File: src/rtl/icap_arb_pkg.sv
// Shared definitions for the ICAP frame arbiter: FSM state encoding, owner
// identifiers and the round-robin pick used when the port is idle.
package icap_arb_pkg;

  typedef enum logic [1:0] {
    StIdle = 2'd0,
    StReq  = 2'd1,
    StResp = 2'd2
  } arb_state_e;

  localparam logic OWNER_A = 1'b0;
  localparam logic OWNER_B = 1'b1;

  // On a tie the requester that did not hold the last grant wins.
  function automatic logic rr_pick(input logic req_a, input logic req_b, input logic last);
    if (req_a && req_b) begin
      return ~last;
    end else if (req_a) begin
      return OWNER_A;
    end else begin
      return OWNER_B;
    end
  endfunction

endpackage

File: src/rtl/arb_watchdog.sv
// Grant watchdog for the ICAP frame arbiter.
// Counts consecutive cycles without a beat while a grant is held and fires
// when the count reaches TIMEOUT (TIMEOUT = 0 disables it).
//   clk_i, rst_ni  clock and asynchronous active-low reset
//   active_i       a grant is currently held
//   beat_i         a beat transferred on the granted path this cycle
//   fire_o         combinational: the grant must be dropped at this edge
//   abort_o        registered one-cycle pulse following a fire
//   abort_cnt_o    saturating count of fires
module arb_watchdog #(
  parameter int unsigned TIMEOUT = 4096,
  parameter int unsigned CNT_W   = 8
) (
  input  logic             clk_i,
  input  logic             rst_ni,
  input  logic             active_i,
  input  logic             beat_i,
  output logic             fire_o,
  output logic             abort_o,
  output logic [CNT_W-1:0] abort_cnt_o
);

  localparam int unsigned WdW = (TIMEOUT > 1) ? $clog2(TIMEOUT) : 1;
  // The counter only needs to reach TIMEOUT-1: the stalled cycle that would
  // make it TIMEOUT is the one that fires.
  localparam logic [WdW-1:0] CntLast = (TIMEOUT == 0) ? '0 : WdW'(TIMEOUT - 1);

  logic [WdW-1:0]   cnt_q, cnt_d;
  logic             abort_q, abort_d;
  logic [CNT_W-1:0] abort_cnt_q, abort_cnt_d;

  always_comb begin
    fire_o      = (TIMEOUT != 0) && active_i && !beat_i && (cnt_q == CntLast);
    cnt_d       = cnt_q;
    abort_d     = fire_o;
    abort_cnt_d = abort_cnt_q;
    if (!active_i || beat_i || fire_o || (TIMEOUT == 0)) begin
      cnt_d = '0;
    end else begin
      cnt_d = cnt_q + WdW'(1);
    end
    if (fire_o && (abort_cnt_q != '1)) begin
      abort_cnt_d = abort_cnt_q + CNT_W'(1);
    end
  end

  always_ff @(posedge clk_i or negedge rst_ni) begin
    if (!rst_ni) begin
      cnt_q       <= '0;
      abort_q     <= 1'b0;
      abort_cnt_q <= '0;
    end else begin
      cnt_q       <= cnt_d;
      abort_q     <= abort_d;
      abort_cnt_q <= abort_cnt_d;
    end
  end

  assign abort_o     = abort_q;
  assign abort_cnt_o = abort_cnt_q;

endmodule

File: src/rtl/icap_frame_arbiter.sv
// Shares the single ICAP port buffer between channel A (write path) and
// channel B (readback path). One requester is granted per frame, round-robin,
// and the grant is held until the matching response frame has drained back.
//   clk, rst_n                 clock (clk_local) and async active-low reset
//   a_*/b_* in_*               request stream from each requester
//   a_*/b_* out_*              response stream to each requester
//   icap_in_*                  request stream to the ICAP buffer
//   icap_out_*                 response stream from the ICAP buffer
//   icap_en_wr / icap_en_rd    buffer write / read enable for the owner
//   owner, busy                grant status (owner valid when busy)
//   abort, abort_cnt           watchdog pulse and saturating abort count
module icap_frame_arbiter
  import icap_arb_pkg::*;
#(
  parameter bit          RESP_EN = 1'b1,
  parameter int unsigned TIMEOUT = 4096,
  parameter int unsigned CNT_W   = 8
) (
  input  logic             clk,
  input  logic             rst_n,
  input  logic             a_en,
  input  logic             b_en,
  input  logic [7:0]       a_in_data,
  input  logic [7:0]       b_in_data,
  input  logic             a_in_sof,
  input  logic             a_in_eof,
  input  logic             b_in_sof,
  input  logic             b_in_eof,
  input  logic             a_in_src_rdy,
  input  logic             b_in_src_rdy,
  output logic             a_in_dst_rdy,
  output logic             b_in_dst_rdy,
  output logic [7:0]       a_out_data,
  output logic [7:0]       b_out_data,
  output logic             a_out_sof,
  output logic             a_out_eof,
  output logic             b_out_sof,
  output logic             b_out_eof,
  output logic             a_out_src_rdy,
  output logic             b_out_src_rdy,
  input  logic             a_out_dst_rdy,
  input  logic             b_out_dst_rdy,
  output logic [7:0]       icap_in_data,
  output logic             icap_in_sof,
  output logic             icap_in_eof,
  output logic             icap_in_src_rdy,
  input  logic             icap_in_dst_rdy,
  output logic             icap_en_wr,
  output logic             icap_en_rd,
  input  logic [7:0]       icap_out_data,
  input  logic             icap_out_sof,
  input  logic             icap_out_eof,
  input  logic             icap_out_src_rdy,
  output logic             icap_out_dst_rdy,
  output logic             owner,
  output logic             busy,
  output logic             abort,
  output logic [CNT_W-1:0] abort_cnt
);

  arb_state_e state_q, state_d;
  logic       owner_q, owner_d;
  logic       last_q, last_d;

  logic       req_a, req_b;
  logic       active;
  logic [7:0] own_data;
  logic       own_sof, own_eof, own_src_rdy, own_out_dst_rdy;
  logic       in_beat, out_beat;
  logic       wd_fire;

  assign req_a  = a_en & a_in_src_rdy & a_in_sof;
  assign req_b  = b_en & b_in_src_rdy & b_in_sof;
  assign active = (state_q != StIdle);

  // Owner's request and response-ready, selected once for both paths.
  always_comb begin
    if (owner_q == OWNER_B) begin
      own_data        = b_in_data;
      own_sof         = b_in_sof;
      own_eof         = b_in_eof;
      own_src_rdy     = b_in_src_rdy;
      own_out_dst_rdy = b_out_dst_rdy;
    end else begin
      own_data        = a_in_data;
      own_sof         = a_in_sof;
      own_eof         = a_in_eof;
      own_src_rdy     = a_in_src_rdy;
      own_out_dst_rdy = a_out_dst_rdy;
    end
  end

  assign in_beat  = (state_q == StReq) & own_src_rdy & icap_in_dst_rdy;
  assign out_beat = (state_q == StResp) & icap_out_src_rdy & own_out_dst_rdy;

  arb_watchdog #(
    .TIMEOUT (TIMEOUT),
    .CNT_W   (CNT_W)
  ) u_watchdog (
    .clk_i       (clk),
    .rst_ni      (rst_n),
    .active_i    (active),
    .beat_i      (in_beat | out_beat),
    .fire_o      (wd_fire),
    .abort_o     (abort),
    .abort_cnt_o (abort_cnt)
  );

  // Next-state logic.
  always_comb begin
    state_d = state_q;
    owner_d = owner_q;
    last_d  = last_q;
    case (state_q)
      StIdle: begin
        if (req_a || req_b) begin
          owner_d = rr_pick(req_a, req_b, last_q);
          state_d = StReq;
        end
      end
      StReq: begin
        if (in_beat && own_eof) begin
          state_d = RESP_EN ? StResp : StIdle;
        end
      end
      StResp: begin
        if (out_beat && icap_out_eof) begin
          state_d = StIdle;
        end
      end
      default: state_d = StIdle;
    endcase
    if (wd_fire) begin
      state_d = StIdle;
    end
    // Any release (normal or abort) records who just finished.
    if (active && (state_d == StIdle)) begin
      last_d = owner_q;
    end
  end

  always_ff @(posedge clk or negedge rst_n) begin
    if (!rst_n) begin
      state_q <= StIdle;
      owner_q <= OWNER_A;
      last_q  <= OWNER_B;
    end else begin
      state_q <= state_d;
      owner_q <= owner_d;
      last_q  <= last_d;
    end
  end

  // Datapath routing; everything not explicitly routed stays at zero.
  always_comb begin
    a_in_dst_rdy     = 1'b0;
    b_in_dst_rdy     = 1'b0;
    a_out_data       = '0;
    a_out_sof        = 1'b0;
    a_out_eof        = 1'b0;
    a_out_src_rdy    = 1'b0;
    b_out_data       = '0;
    b_out_sof        = 1'b0;
    b_out_eof        = 1'b0;
    b_out_src_rdy    = 1'b0;
    icap_in_data     = '0;
    icap_in_sof      = 1'b0;
    icap_in_eof      = 1'b0;
    icap_in_src_rdy  = 1'b0;
    icap_out_dst_rdy = 1'b0;
    icap_en_wr       = active & (owner_q == OWNER_A);
    icap_en_rd       = active & (owner_q == OWNER_B);

    if (state_q == StReq) begin
      // Framing passes through untouched; a mid-frame sof is not reframed.
      icap_in_data    = own_data;
      icap_in_sof     = own_sof;
      icap_in_eof     = own_eof;
      icap_in_src_rdy = own_src_rdy;
      if (owner_q == OWNER_B) begin
        b_in_dst_rdy = icap_in_dst_rdy;
      end else begin
        a_in_dst_rdy = icap_in_dst_rdy;
      end
    end

    if (state_q == StResp) begin
      icap_out_dst_rdy = own_out_dst_rdy;
      if (owner_q == OWNER_B) begin
        b_out_data    = icap_out_data;
        b_out_sof     = icap_out_sof;
        b_out_eof     = icap_out_eof;
        b_out_src_rdy = icap_out_src_rdy;
      end else begin
        a_out_data    = icap_out_data;
        a_out_sof     = icap_out_sof;
        a_out_eof     = icap_out_eof;
        a_out_src_rdy = icap_out_src_rdy;
      end
    end
  end

  assign owner = owner_q;
  assign busy  = active;

endmodule

File: config.mk
export PLATFORM = sky130hd
export DESIGN_NAME = icap_frame_arbiter
export DESIGN_NICKNAME = d
export VERILOG_FILES = /design/src/rtl/icap_arb_pkg.sv /design/src/rtl/arb_watchdog.sv /design/src/rtl/icap_frame_arbiter.sv
export SDC_FILE = /design/constraint.sdc
export NUM_CORES = 1
export LEC_CHECK = 0
export CORE_UTILIZATION = 35
export CTS_CLUSTER_DIAMETER = 200
export CTS_CLUSTER_SIZE = 10
export DETAILED_ROUTE_END_ITERATION = 8
export PLACE_DENSITY = 0.75
export SLEW_MARGIN = 20
export SYNTH_ARGS = -nofsm -noshare
export SYNTH_HDL_FRONTEND = slang
export SYNTH_SLANG_ARGS = --single-unit
File: constraint.sdc
create_clock -name clk -period 1.9 [get_ports clk]
set_input_delay 0.19 -clock clk [delete_from_list [all_inputs] [get_ports clk]]
set_output_delay 0.19 -clock clk [all_outputs]
set_load 0.02 [all_outputs]
==> impl_metrics.tcl, run 1 <==
set metrics [dict create \
    antenna_cells 0 \
    initial_core_util_pct 36.4 \
    vias_per_cell 4.77 \
    area_delta_synth_final_pct 75.6 \
    finalSetupViolations 0 \
    wl_per_cell_um 13.4 \
    cts_max_level 1 \
    cts_buffers 3 \
    syn_nets 214 \
    cts_tree "done" \
    clock.fmax_ghz 0.547 \
    status "finished clean" \
    worst_slew_pin_slew_ps 316 \
    avgSynthCellArea_um2 9.29 \
    die_width_um 69.6 \
    max_slew_margin_pct 78.9 \
    antenna_found_initial 0 \
    clkTransAtPathRegs_ps 90 \
    synthTopCellsByArea "dfrtp_1 (38%), and2_1 (9.0%), nor2_1 (7.3%)" \
    cap_viol_max_count 0 \
    final_common_cell "clkdlybuf4s50_1" \
    final_cell_mix "clkdlybuf4s50_1 (50), nor2_1 (30), dlygate4sd2_1 (30), and2_1 (23), buf_4 (22)" \
    fp.coreArea_mm2 0.00438 \
    synth_cell_types 34 \
    port_buffers 88 \
    synth-seq-cells 25 \
    hold_viol 0 \
    drt_iter0_drc 59 \
    hold_path.class "input port to asynchronous set/reset pin" \
    synth_cells 172 \
    fin_nets 324 \
    drt-total-wl_mm 4.45 \
    final_core_util_pct 64.0 \
    grt_pass1_wl_mm 7.75 \
    clock_latency_ps 270 \
    crit_path_start_kind "flop" \
    io_pins 89 \
    grt_pass1_vias 1678 \
    p_leak_nw 1.48 \
    worstSetupPathType "flop to output port" \
    fp-row-count 24 \
    end_kind "output port" \
    dieArea_mm2 0.00484 \
    place_congestion 0.777 \
    grt_start_max_net_pins 26 \
    reg2reg_from "owner$_DFFE_PN0P_" \
    ys_seq_area_share_pct 39.2 \
    drc 0 \
    nFillCells 370 \
    crit_fanout 5 \
    grt.total_usage_pct 19.5 \
    clockBufferDepth 2 \
    cts-root-buf "clkbuf_8" \
    ant_nets 0 \
    hold_slack_ps 280 \
    arrival_ps 1640 \
    synth_top_area_share_pct 37.6 \
    post-route-min-period_ps 1830 \
    cts.sinks 25 \
    synth_largest_area_cell "dfrtp_1" \
    die_y_um 69.6 \
    p_per_area_mw_per_mm2 988 \
    clock_skew_ps 1.31 \
    post-route-period-util_pct 96.2 \
    report.final.slew_viol_count 0 \
    yosys_warnings 0 \
    rsz0062_at_grt "true" \
    dr.pass1.iters 4 \
    crit_start "owner$_DFFE_PN0P_" \
    drive_gt1_share_pct 17.1 \
    grt.overflow.total 0 \
    crit_required_ps 1710 \
    hpwl_mm 3.38 \
    peakVddDrop_mv 0.377 \
    synthesis.area_mm2 0.00160 \
    vias 1589 \
    setup_tns_ps 0 \
]
## sequential cells by signal, indices dropped and copies added, names as in the netlist
register and flops:
last_q 1, u_watchdog.cnt_q 12, u_watchdog.abort_o 1, u_watchdog.abort_cnt_o 8, owner 1, state_q 2
## per-stage QoR
step                setup slack [ps]  instance area, µm²  total power [mW]  cells
finish                          72.7                2810              2.77    333
global route                   -29.0                2810              2.96    333
CTS                            -43.5                2720              2.74    330
detailed placement              1.05                2650              2.42    323
global placement                39.0                2650              2.41    323
floorplan                       13.0                1610              1.63    172
## power breakdown
part / internal [mW] / leakage (nW) / switching [mW] / total [mW]
logic: 0.855 / 1.12 / 0.906 / 1.76
registers: 0.610 / 0.333 / 0.0879 / 0.698
clock network: 0.147 / 0.0255 / 0.167 / 0.314
total: 1.61 / 1.48 / 1.16 / 2.77
## path summary, 6_finish.rpt
path                            slack (ps)  cells past startpoint                               endpoint
worst min register to register         550                      1  u_watchdog.abort_cnt_o[2]$_DFFE_PN0P_
worst max-delay path                    70                      5                        icap_in_src_rdy
worst max register to register          80                      6  u_watchdog.abort_cnt_o[6]$_DFFE_PN0P_
min in group clk                       550                      1  u_watchdog.abort_cnt_o[2]$_DFFE_PN0P_
worst min-delay path                   280                      2          u_watchdog.cnt_q[3]$_DFF_PN0_
max in group asynchronous             1330                      2                     last_q$_DFFE_PN1P_
## metal layers
| layer | part of all wire (%) | routed length (µm) | vias to the layer above | GRT usage [%] |
|---|---|---|---|---|
| met5 | 0 | 0 | - | 0 |
| li1 | - | - | 797 | - |
| met3 | 5.7 | 253 | 2 | 3.78 |
| met2 | 50 | 2220 | 55 | 34.2 |
| met1 | 44 | 1950 | 735 | 24.4 |
| met4 | 0.65 | 29 | 0 | 4.99 |
## synth_stat cells, drive strengths merged
master / n
mux2i: 11
o32a: 1
mux2: 4
o2bb2ai: 1
nor2: 31
buf: 2
a211oi: 1
and4: 2
xnor2: 8
nand3: 8
nand4: 5
dfrtp: 24
and2: 23
nor3b: 1
and3b: 1
ha: 2
nand2b: 6
clkbuf: 5
inv: 2
xor2: 8
nand2: 8
a22o: 1
dfstp: 1
nor4: 2
and3: 7
a21oi: 2
nor2b: 3
nor3: 2
## repair_timing
action / CTS / global route
gates resized for setup: 37 / 16
hold buffers: 0 / 0
endpoints found under the setup margin: 36 / 23
setup buffers: 3 / 3
pin swaps: 0 / 2
## critical path: stages, from the launching register on
cell           delay [ps]
dfrtp_1               430
buf_4                 160
buf_4                 140
mux2i_4               190
nor2_1                100
dlygate4sd2_1         340
## final cells by class
cell class              count  area [µm²]  share of cell area (%)
repair buffers            112        1060                    37.8
inverters                   2        7.51                   0.268
flip-flops and latches     25         631                    22.5
clock inverters             1        5.00                   0.178
clock buffers               3        41.3                    1.47
well taps                  52        65.1                    2.32
multi-input cells         138         996                    35.5
## cell families after synthesis
group	after synthesis	synth area share [%]
simple gates	99	34.1
flops	25	39.2
xor+xnor	16	8.77
mux	15	10.5
buf+inv	9	2.66
compound gates	6	3.21
fa+ha+maj	2	1.57
(Power assumes the default switching activity.)
==> run 2: changes to the inputs <==
--- a/config.mk
+++ b/config.mk
@@ -14,3 +14,4 @@
 export SYNTH_ARGS = -nofsm -noshare
 export SYNTH_HDL_FRONTEND = slang
 export SYNTH_SLANG_ARGS = --single-unit
+export TNS_END_PERCENT = 30
==> run 2 against run 1 <==
  * Clock power is 2% higher
  * Maximum frequency is 0.50% lower
  * Critical endpoint is now busy
  * Setup slack worse by 9.2 ps
  * Critical path depth is 2 lower
==> impl_metrics.tcl, run 2 (synthesis results as in run 1) <==
set metrics [dict create \
    reg2reg_from "u_watchdog.abort_cnt_o[1]$_DFFE_PN0P_" \
    grt_start_max_net_pins 26 \
    crit_path_start_kind "flop" \
    fp-row-count 24 \
    hpwl_mm 3.38 \
    setup_tns_ps 0 \
    rrSetupSlack_ps 100 \
    drt-total-wl_mm 4.38 \
    cp_cell_sequence "nor2_2 -> inv_1 -> clkdlybuf4s50_1" \
    io_pins 89 \
    dr.pass1.iters 4 \
    nFillCells 390 \
    regMostFlops "u_watchdog.cnt_q" \
    post-route-period-util_pct 96.7 \
    die_width_um 69.6 \
    slowest_delay_ps 560 \
    rsz0062_at_grt "true" \
    cap_viol_max_count 0 \
    fp.coreArea_mm2 0.00438 \
    cp_top_family "buffers and inverters" \
    ff2ff_path_depth 6 \
    reg2reg_to "u_watchdog.abort_cnt_o[1]$_DFFE_PN0P_" \
    grt.overflow.total 0 \
    antenna_found_initial 0 \
    p_per_area_mw_per_mm2 986 \
    hold_viol 0 \
    multi_input_area_um2 970 \
    crit_fanout 7 \
    crit_required_ps 1710 \
    p_leak_nw 1.35 \
    ctsHoldBuffers 0 \
    cts-root-buf "clkbuf_8" \
    max_slew_margin_pct 79.0 \
    initial_core_util_pct 36.4 \
    clkTransAtPathRegs_ps 90 \
    final_common_cell "clkdlybuf4s50_1" \
    worstSetupPathType "flop to output port" \
    grt_pass1_wl_mm 7.66 \
    peakVddDrop_mv 0.376 \
    worst_path_max_delay_cell "clkdlybuf4s50_1" \
    area_delta_synth_final_pct 70.6 \
    cts_buffers 3 \
    cts_tree "done" \
    total_power_mw 2.69 \
    drt_iter0_drc 46 \
    vias 1564 \
    largest_reg_flops 12 \
    clock_latency_ps 270 \
    worst_slew_pin_slew_ps 316 \
    post-route-min-period_ps 1840 \
    place_congestion 0.777 \
    fin_nets 320 \
    wl_per_cell_um 13.3 \
    end_kind "output port" \
    arrival_ps 1650 \
    antenna_cells 0 \
    dieArea_mm2 0.00484 \
    vias_per_cell 4.75 \
    grt.total_usage_pct 19.2 \
    status "finished clean" \
    die_y_um 69.6 \
    cp.buffers_inverters 2 \
    grt_pass1_vias 1640 \
    clockBufferDepth 2 \
    path_depth 3 \
    cts_max_level 1 \
    ant_nets 0 \
    finalSetupViolations 0 \
    seq_area_um2 632 \
    port_buffers 88 \
    report.final.slew_viol_count 0 \
    cts.sinks 25 \
    hold_path.class "input port to asynchronous set/reset pin" \
    drc 0 \
    clock_skew_ps 1.42 \
    clock.fmax_ghz 0.545 \
    final_cell_mix "clkdlybuf4s50_1 (52), dlygate4sd2_1 (35), nor2_1 (30), and2_1 (23), dfrtp_1 (20)" \
    drive_gt1_share_pct 15.9 \
]
run 2: stage by stage:
step | setup slack, ps | area [µm²] | util (%) | hold WS, ps | std cells
after floorplan | 13.0 | 1610 | - | -106 | 172
after global placement | 39.0 | 2650 | 60.5 | 517 | 323
after detailed placement | 1.05 | 2650 | 60.5 | 520 | 323
after CTS | 8.50 | 2680 | 61.2 | 279 | 328
after global routing | -25.2 | 2730 | 62.2 | 293 | 329
final | 63.5 | 2730 | 62.2 | 270 | 329
run 2: area by class of cell:
class | instances | area share (%)
clock buffer | 3 | 1.51
clock inverter | 1 | 0.184
inverter | 2 | 0.275
multi-input combinational | 138 | 35.6
sequential | 25 | 23.2
tap | 52 | 2.39
timing repair buffer | 108 | 36.9
run 2: worst max-delay path by stage:
| stage | start | to | slack (ps) |
|---|---|---|---|
| detailed placement | b_out_dst_rdy | u_watchdog.abort_cnt_o[6]$_DFFE_PN0P_ | 1 |
| global route | state_q[1]$_DFF_PN0_ | busy | -30 |
| floorplan | u_watchdog.abort_cnt_o[0]$_DFFE_PN0P_ | u_watchdog.abort_cnt_o[1]$_DFFE_PN0P_ | 10 |
| finish | state_q[1]$_DFF_PN0_ | busy | 60 |
| global placement | a_out_dst_rdy | u_watchdog.abort_cnt_o[6]$_DFFE_PN0P_ | 40 |
| CTS | state_q[1]$_DFF_PN0_ | a_in_dst_rdy | 8 |
run 2: metal layers:
metal	part of all wire, %	GRT usage [%]	up-vias	routed length, µm
li1	-	-	787	-
met1	44	24.5	712	1950
met2	48	33.2	60	2120
met3	6.0	3.78	5	261
met4	1.2	4.99	0	53
met5	0	0	-	0
run 2: where the power goes:
part / internal [mW] / switching (mW) / total (mW)
registers: 0.612 / 0.0912 / 0.703
logic: 0.788 / 0.875 / 1.66
clock network: 0.147 / 0.174 / 0.321
run 2: repair_timing:
item,in CTS,in global routing
gates resized for setup,42,5
pin swaps,0,1
endpoints found under the hold margin,0,0
buffers inserted,1,1
setup endpoints to repair,36,16
